[src/rtl/agc_ctrl_seq.sv]
// rtl/agc_ctrl_seq.sv - AGC multi-cycle control sequencer; DV extracode enabled by AGC_CTRL_DV_EN
module agc_ctrl_seq #(
   parameter int                ADDR_W      = 12,
   parameter int                TP_PER_MCT  = 12,
   parameter int                MP_MCT      = 3,
   parameter int                DV_MCT      = 6,
   parameter logic [ADDR_W-1:0] EXTEND_ADDR = 12'd6
) (
   input  logic              clk,
   input  logic              rst_n,
   input  logic              instr_valid,
   output logic              instr_ready,
   input  logic [2:0]        op,
   input  logic [1:0]        qc,
   input  logic [ADDR_W-1:0] addr,
   input  logic [1:0]        operand_class,
   input  logic              acc_ovf,
   output logic [3:0]        seq_code,
   output logic [2:0]        mct,
   output logic [3:0]        tp,
   output logic              oper_rd,
   output logic              oper_wr,
   output logic              alu_go,
   output logic              z_load,
   output logic [1:0]        z_step,
   output logic              done,
   output logic              ext_active,
   output logic              index_pending,
   output logic              illegal,
   output logic [1:0]        cur_qc,
   output logic [ADDR_W-1:0] cur_addr
);

   // Instruction codes as presented on seq_code
   localparam logic [3:0] C_TC     = 4'd0;
   localparam logic [3:0] C_CCS    = 4'd1;
   localparam logic [3:0] C_DV     = 4'd2;
   localparam logic [3:0] C_INDEX  = 4'd3;
   localparam logic [3:0] C_XCH    = 4'd4;
   localparam logic [3:0] C_CS     = 4'd5;
   localparam logic [3:0] C_TS     = 4'd6;
   localparam logic [3:0] C_AD     = 4'd7;
   localparam logic [3:0] C_SU     = 4'd8;
   localparam logic [3:0] C_MASK   = 4'd9;
   localparam logic [3:0] C_MP     = 4'd10;
   localparam logic [3:0] C_EXTEND = 4'd11;
   localparam logic [3:0] C_NONE   = 4'd15;

   // Timepulse landmarks within an MCT
   localparam logic [3:0] TP_END = 4'(TP_PER_MCT);
   localparam logic [3:0] TP_MID = 4'(TP_PER_MCT / 2);
   localparam logic [3:0] TP_WR  = 4'(TP_PER_MCT - 1);
   localparam logic [2:0] MP_N   = 3'(MP_MCT);
   localparam logic [2:0] DV_N   = 3'(DV_MCT);

   typedef enum logic {
      IDLE,
      RUN
   } state_t;

   state_t     state;
   logic [2:0] n_mct;
   logic [1:0] cls_q;
   logic       ovf_q;

   logic [3:0] dec_code;
   logic       dec_bad;
   logic [2:0] dec_mct;
   logic       running;
   logic       in_mct1;

   // Decode the presented opcode against the current EXTEND state
   always_comb begin
      dec_code = C_NONE;
      dec_bad  = 1'b0;
      case (op)
         3'b000: dec_code = (addr == EXTEND_ADDR) ? C_EXTEND : C_TC;
         3'b001: begin
            if (ext_active) begin
`ifdef AGC_CTRL_DV_EN
               dec_code = C_DV;
`else
               dec_code = C_NONE;
               dec_bad  = 1'b1;
`endif
            end else begin
               dec_code = C_CCS;
            end
         end
         3'b010: dec_code = C_INDEX;
         3'b011: dec_code = C_XCH;
         3'b100: dec_code = C_CS;
         3'b101: dec_code = C_TS;
         3'b110: dec_code = ext_active ? C_SU : C_AD;
         3'b111: dec_code = ext_active ? C_MP : C_MASK;
         default: begin
            dec_code = C_NONE;
            dec_bad  = 1'b1;
         end
      endcase
   end

   // Number of MCTs the decoded instruction occupies
   always_comb begin
      dec_mct = 3'd2;
      case (dec_code)
         C_TC, C_EXTEND, C_NONE: dec_mct = 3'd1;
         C_MP:                   dec_mct = MP_N;
         C_DV:                   dec_mct = DV_N;
         default:                dec_mct = 3'd2;
      endcase
   end

   // Sequencer FSM: accept, step timepulses/MCTs, update latches at completion
   always_ff @(posedge clk or negedge rst_n) begin
      if (!rst_n) begin
         state         <= IDLE;
         instr_ready   <= 1'b0;
         seq_code      <= C_NONE;
         mct           <= 3'd0;
         tp            <= 4'd0;
         n_mct         <= 3'd0;
         cls_q         <= 2'd0;
         ovf_q         <= 1'b0;
         illegal       <= 1'b0;
         ext_active    <= 1'b0;
         index_pending <= 1'b0;
         cur_qc        <= 2'd0;
         cur_addr      <= '0;
      end else begin
         illegal <= 1'b0;
         case (state)
            IDLE: begin
               if (instr_valid && instr_ready) begin
                  state       <= RUN;
                  instr_ready <= 1'b0;
                  seq_code    <= dec_code;
                  n_mct       <= dec_mct;
                  mct         <= 3'd1;
                  tp          <= 4'd1;
                  cls_q       <= 2'd0;
                  ovf_q       <= 1'b0;
                  illegal     <= dec_bad;
                  cur_qc      <= qc;
                  cur_addr    <= addr;
               end else begin
                  instr_ready <= 1'b1;
               end
            end
            RUN: begin
               if (in_mct1 && tp == TP_MID) begin
                  cls_q <= operand_class;
               end
               if (in_mct1 && tp == TP_WR) begin
                  ovf_q <= acc_ovf;
               end
               if (done) begin
                  state       <= IDLE;
                  instr_ready <= 1'b1;
                  seq_code    <= C_NONE;
                  mct         <= 3'd0;
                  tp          <= 4'd0;
                  // INDEX leaves the EXTEND latch alone so INDEX can sit between EXTEND and its extracode
                  if (seq_code == C_EXTEND) begin
                     ext_active <= 1'b1;
                  end else if (seq_code != C_INDEX) begin
                     ext_active <= 1'b0;
                  end
                  index_pending <= (seq_code == C_INDEX);
               end else if (tp == TP_END) begin
                  tp  <= 4'd1;
                  mct <= mct + 3'd1;
               end else begin
                  tp <= tp + 4'd1;
               end
            end
            default: begin
               state <= IDLE;
            end
         endcase
      end
   end

   // Datapath strobes decoded from the registered sequencer position
   always_comb begin
      running = (state == RUN);
      in_mct1 = (mct == 3'd1);
      done    = running && (tp == TP_END) && (mct == n_mct);

      oper_rd = running && in_mct1 && (tp == 4'd2) &&
                (seq_code != C_TC) && (seq_code != C_EXTEND) &&
                (seq_code != C_TS) && (seq_code != C_NONE);

      oper_wr = running && in_mct1 && (tp == TP_WR) &&
                ((seq_code == C_XCH) || (seq_code == C_TS));

      alu_go  = running && (tp == TP_MID) &&
                ((seq_code == C_CCS) || (seq_code == C_DV) || (seq_code == C_AD) ||
                 (seq_code == C_SU) || (seq_code == C_MASK) || (seq_code == C_MP));

      z_load  = done && (seq_code == C_TC);
   end

   // Z increment reported alongside done
   always_comb begin
      z_step = 2'd0;
      if (done) begin
         case (seq_code)
            C_TC:    z_step = 2'd0;
            C_CCS:   z_step = cls_q;
            C_TS:    z_step = ovf_q ? 2'd2 : 2'd1;
            default: z_step = 2'd1;
         endcase
      end
   end

endmodule

[config.mk]
export PLATFORM = sky130hd
export DESIGN_NAME = agc_ctrl_seq
export DESIGN_NICKNAME = d
export VERILOG_FILES = /design/src/rtl/agc_ctrl_seq.sv
export SDC_FILE = /design/constraint.sdc
export NUM_CORES = 1
export LEC_CHECK = 0
export CAP_MARGIN = 20
export CELL_PAD_IN_SITES_DETAIL_PLACEMENT = 1
export CELL_PAD_IN_SITES_GLOBAL_PLACEMENT = 1
export CORE_UTILIZATION = 35
export CTS_CLUSTER_DIAMETER = 40
export DETAILED_ROUTE_END_ITERATION = 6
export PLACE_DENSITY = 0.81
export SYNTH_ARGS = -nofsm -noshare
export SYNTH_HDL_FRONTEND = slang
export SYNTH_SLANG_ARGS = --single-unit
[constraint.sdc]
create_clock -name clk -period 1.9 [get_ports clk]
set_input_delay 0.38 -clock clk [delete_from_list [all_inputs] [get_ports clk]]
set_output_delay 0.38 -clock clk [all_outputs]
set_load 0.02 [all_outputs]
==> key figures <==
Outcome
  – Status: finished, violations left
  – Violated checks: negative setup slack

STA
  – Worst Tran Pin Value: 0.5948 ns
  – Clk_skew: 0.007321 ns
  – Final hold violation count: 0
  – Hold WS: 0.04769 ns
  – Post-route setup slack: -0.3194 ns
  – Max_slew headroom: 59.83%
  – Max Freq: 450.6 MHz
  – Tmin final: 2.219 ns
  – Final setup violation count: 6
  – Period utilization: 116.8%
  – Pins over their slew limit: 0
  – RSZ-0062 raised after global routing: yes

Route
  – Via Count: 1937
  – Vias/cell: 5.307
  – Routed Antenna Nets: 0
  – 1st-iter DRT viols: 104
  – Drt wl/cell: 17.77 um
  – # DRC: 0
  – Post-Route WL: 6.485 mm
  – Drt pass-1 iters: 4

Place
  – DP Cell Count: 350
  – # port buffers: 58
  – Gp weighted congestion: 0.7606
  – Final HPWL DP: 4.719 mm

Layout
  – Share of cells above drive strength 1: 33.22%
  – Layout fillers: 595
  – P&R area growth vs syn: 58.11%
  – Fin nets: 322
  – Antenna diodes: 0
  – Post-Route Utilization: 58.61%
  – Non-Filler Instances: 365

Die
  – Die area: 5813 um2
  – Initial Utilization: 37.07%
  – I/O Pins: 59
  – Core area: 5205 um2
  – Die height: 76.25 um
  – Die Span X: 76.25 um
  – Rows: 26

Synth
  – Cells after synthesis: 198
  – Yosys reg bits: 36
  – Synth warnings: 0
  – Syn Nets: 226
  – Yosys cell types: 42
  – Post-synth top area share: 41.50%
  – Share of flip-flops with an asynchronous set or reset: 100.0%
  – Avg Inst Size Synth: 9.744 um2
  – Mapped cell area: 1929 um2
  – Seq/Total Area, Yosys: 46.95%
  – Synth Flop Type: dfrtp_1
  – Post-synth EDFFs: 0
  – Cell accounting for the most synthesized area: dfrtp_1
  – Largest cells by area after synthesis: dfrtp_1 (42%), mux2_2 (8.2%), dfstp_2 (5.4%)

Global routing
  – Gr busiest metal: met2
  – GR Util All Layers: 23.62%
  – Global-route wire length before repair: 10.76 mm
  – Initial antenna violation count: 0
  – Grt met2 use: 42.88%
  – Vias in the first global route: 2117
  – Largest net degree at the start of global routing: 20
  – GR met3 Demand/Resource: 5.030%
  – Met1 GRT Util: 27.38%
  – GRT overflow: 0

Power
  – VDD IR-drop max: 0.7924 mV
  – Switching part of the total: 40.82%
  – Sw Pwr: 1.977 mW
  – Seq pwr share: 28.9%
  – Comb pwr share: 59.2%
  – Clock power frac: 11.9%
  – Leak Pwr: 1.301 nW
  – Pwr/cell area: 1588 nW/um2
  – P_int: 2.866 mW

Critical path
  – Worst Path Arrival: 1.84 ns
  – CP Capture Type: output pin
  – Startpoint types: register
  – Worst Path Required: 1.52 ns
  – Worst Path Max Fanout: 4
  – Critical path class: reg -> out

Clock network
  – CTS Buf Count: 5
  – CTS HTree Levels: 2
  – Max Root-Sink Buffers: 2
  – CTS Hold Bufs: 0
  – Clk_lat worst skew: 0.29 ns
  – Clock Pin Slew Worst Setup and Hold Paths: 0.07 ns
  – CTS tree: built
  – Clock sink total: 36
  – Clock root cell: clkbuf_8

Worst hold path
  – Worst hold path type: in -> async

Flow run
  – Max cap viols: 0
-- worst max-delay path, cell delays in order, from the launching register on --
cell	delay (ns)
dfrtp_2	0.42
xor2_1	0.17
or3_4	0.37
or2_4	0.27
buf_4	0.16
clkinv_4	0.04
buf_4	0.12
-- metrics by stage --
stage	TNS, ns	power [mW]	setup WS [ns]	instance area [um2]
after global placement	-2.942	3.870	-0.5417	2834
after floorplan	-0.1998	2.669	-0.1203	1954
final	-1.631	4.843	-0.3194	3050
after global routing	-2.050	5.140	-0.3607	3050
after CTS	-1.863	4.795	-0.3361	3002
after detailed placement	-3.466	3.991	-0.6069	2834
-- routing by layer --
layer	wire length, um	up-vias
li1	-	898
met4	121	0
met1	2691	967
met3	299	11
met2	3372	61
met5	0	-
-- logic make-up after synthesis --
group | share of synthesized area (%)
AND/OR/NAND/NOR | 21.79
AO/OA/AOI/OAI | 12.26
flip-flops | 46.95
buffers and inverters | 4.669
multiplexers | 9.728
adder cells (fa/ha/maj) | 3.243
XOR/XNOR | 1.362
-- power groups by stage --
stage                     clock (mW)  combinational, mW  sequential [mW]
after floorplan                    0              0.943             1.73
after global placement             0               2.49             1.38
after detailed placement           0               2.58             1.41
after CTS                      0.581               2.83             1.39
after global routing           0.613               3.09             1.44
final                          0.577               2.87             1.40
-- final timing paths --
path                                   from     endpoint  slack [ns]  cells past startpoint
worst max-delay path                 mct[1]         done       -0.32                      6
worst min-delay path                  rst_n      running        0.05                      1
worst max register to register       mct[1]  seq_code[0]        0.07                      8
worst min register to register  cur_addr[7]  cur_addr[7]        0.51                      1
max in group asynchronous             rst_n       mct[0]        1.37                      2
min in group clk                cur_addr[7]  cur_addr[7]        0.51                      1
-- layout make-up --
class / instances / area, um2 / area share (%)
inverter: 5 / 26.28 / 0.8614
timing repair buffer: 101 / 917.1 / 30.07
sequential: 36 / 909.6 / 29.82
multi-input combinational: 145 / 1020 / 33.43
clock buffer: 8 / 90.09 / 2.953
tap: 70 / 87.58 / 2.871
-- sequential cells by signal, summed over array words and instances (netlist names) --
signal         flops
cls_q              2
cur_addr          12
cur_qc             2
ext_active         1
illegal            1
index_pending      1
instr_ready        1
mct                3
n_mct              3
ovf_q              1
running            1
seq_code           4
tp                 4
-- synth_stat cells, types with 2 or more instances --
cell       instances
o211ai_1           2
clkbuf_1           6
nand2_1           17
nor3_1             5
dfrtp_1           32
nor2_1            20
buf_2              2
mux2_2            14
dfstp_2            4
o22ai_1            2
nand4b_1           2
o21ai_0           13
and3_1             4
nor4_1             2
mux2i_1            3
ha_1               5
nand3_1            9
a31oi_1            2
nand3b_1           4
o2bb2ai_1          2
nor4b_1            3
nand2b_1           2
nor2b_1            4
xor2_1             3
a21oi_1           13
buf_4              3
inv_1              3
nand4_1            3
-- cell usage in the layout, fill, tap and decap left out, types with 3 or more instances in the layout --
cell | Yosys | layout
a21oi_1 | 13 | 11
mux2_2 | 14 | 14
xor2_1 | 3 | 3
nor3_2 | 1 | 3
nand2_1 | 17 | 17
clkbuf_8 | 0 | 6
dfstp_2 | 4 | 4
nor2_2 | 0 | 3
nor3_1 | 5 | 3
dlygate4sd2_1 | 0 | 4
nor2_1 | 20 | 15
dfrtp_1 | 32 | 29
ha_1 | 5 | 4
nand3b_1 | 4 | 4
dfrtp_2 | 0 | 3
clkdlybuf4s50_1 | 0 | 45
o21ai_0 | 13 | 12
nand3_1 | 9 | 9
buf_4 | 3 | 42
nand4_1 | 3 | 3
mux2i_1 | 3 | 3
nor2b_1 | 4 | 3
nor4b_1 | 3 | 3
and3_1 | 4 | 3
buf_6 | 1 | 7
-- timing repair --
| action | in CTS | in global routing |
|---|---|---|
| pin swaps | 6 | 9 |
| resized for setup | 55 | 13 |
| cloned | 0 | 0 |
| endpoints found under the hold margin | 0 | 0 |
| buffers inserted | 7 | 3 |
| setup endpoints to repair | 16 | 12 |
Power figures use the tool's default switching activity.
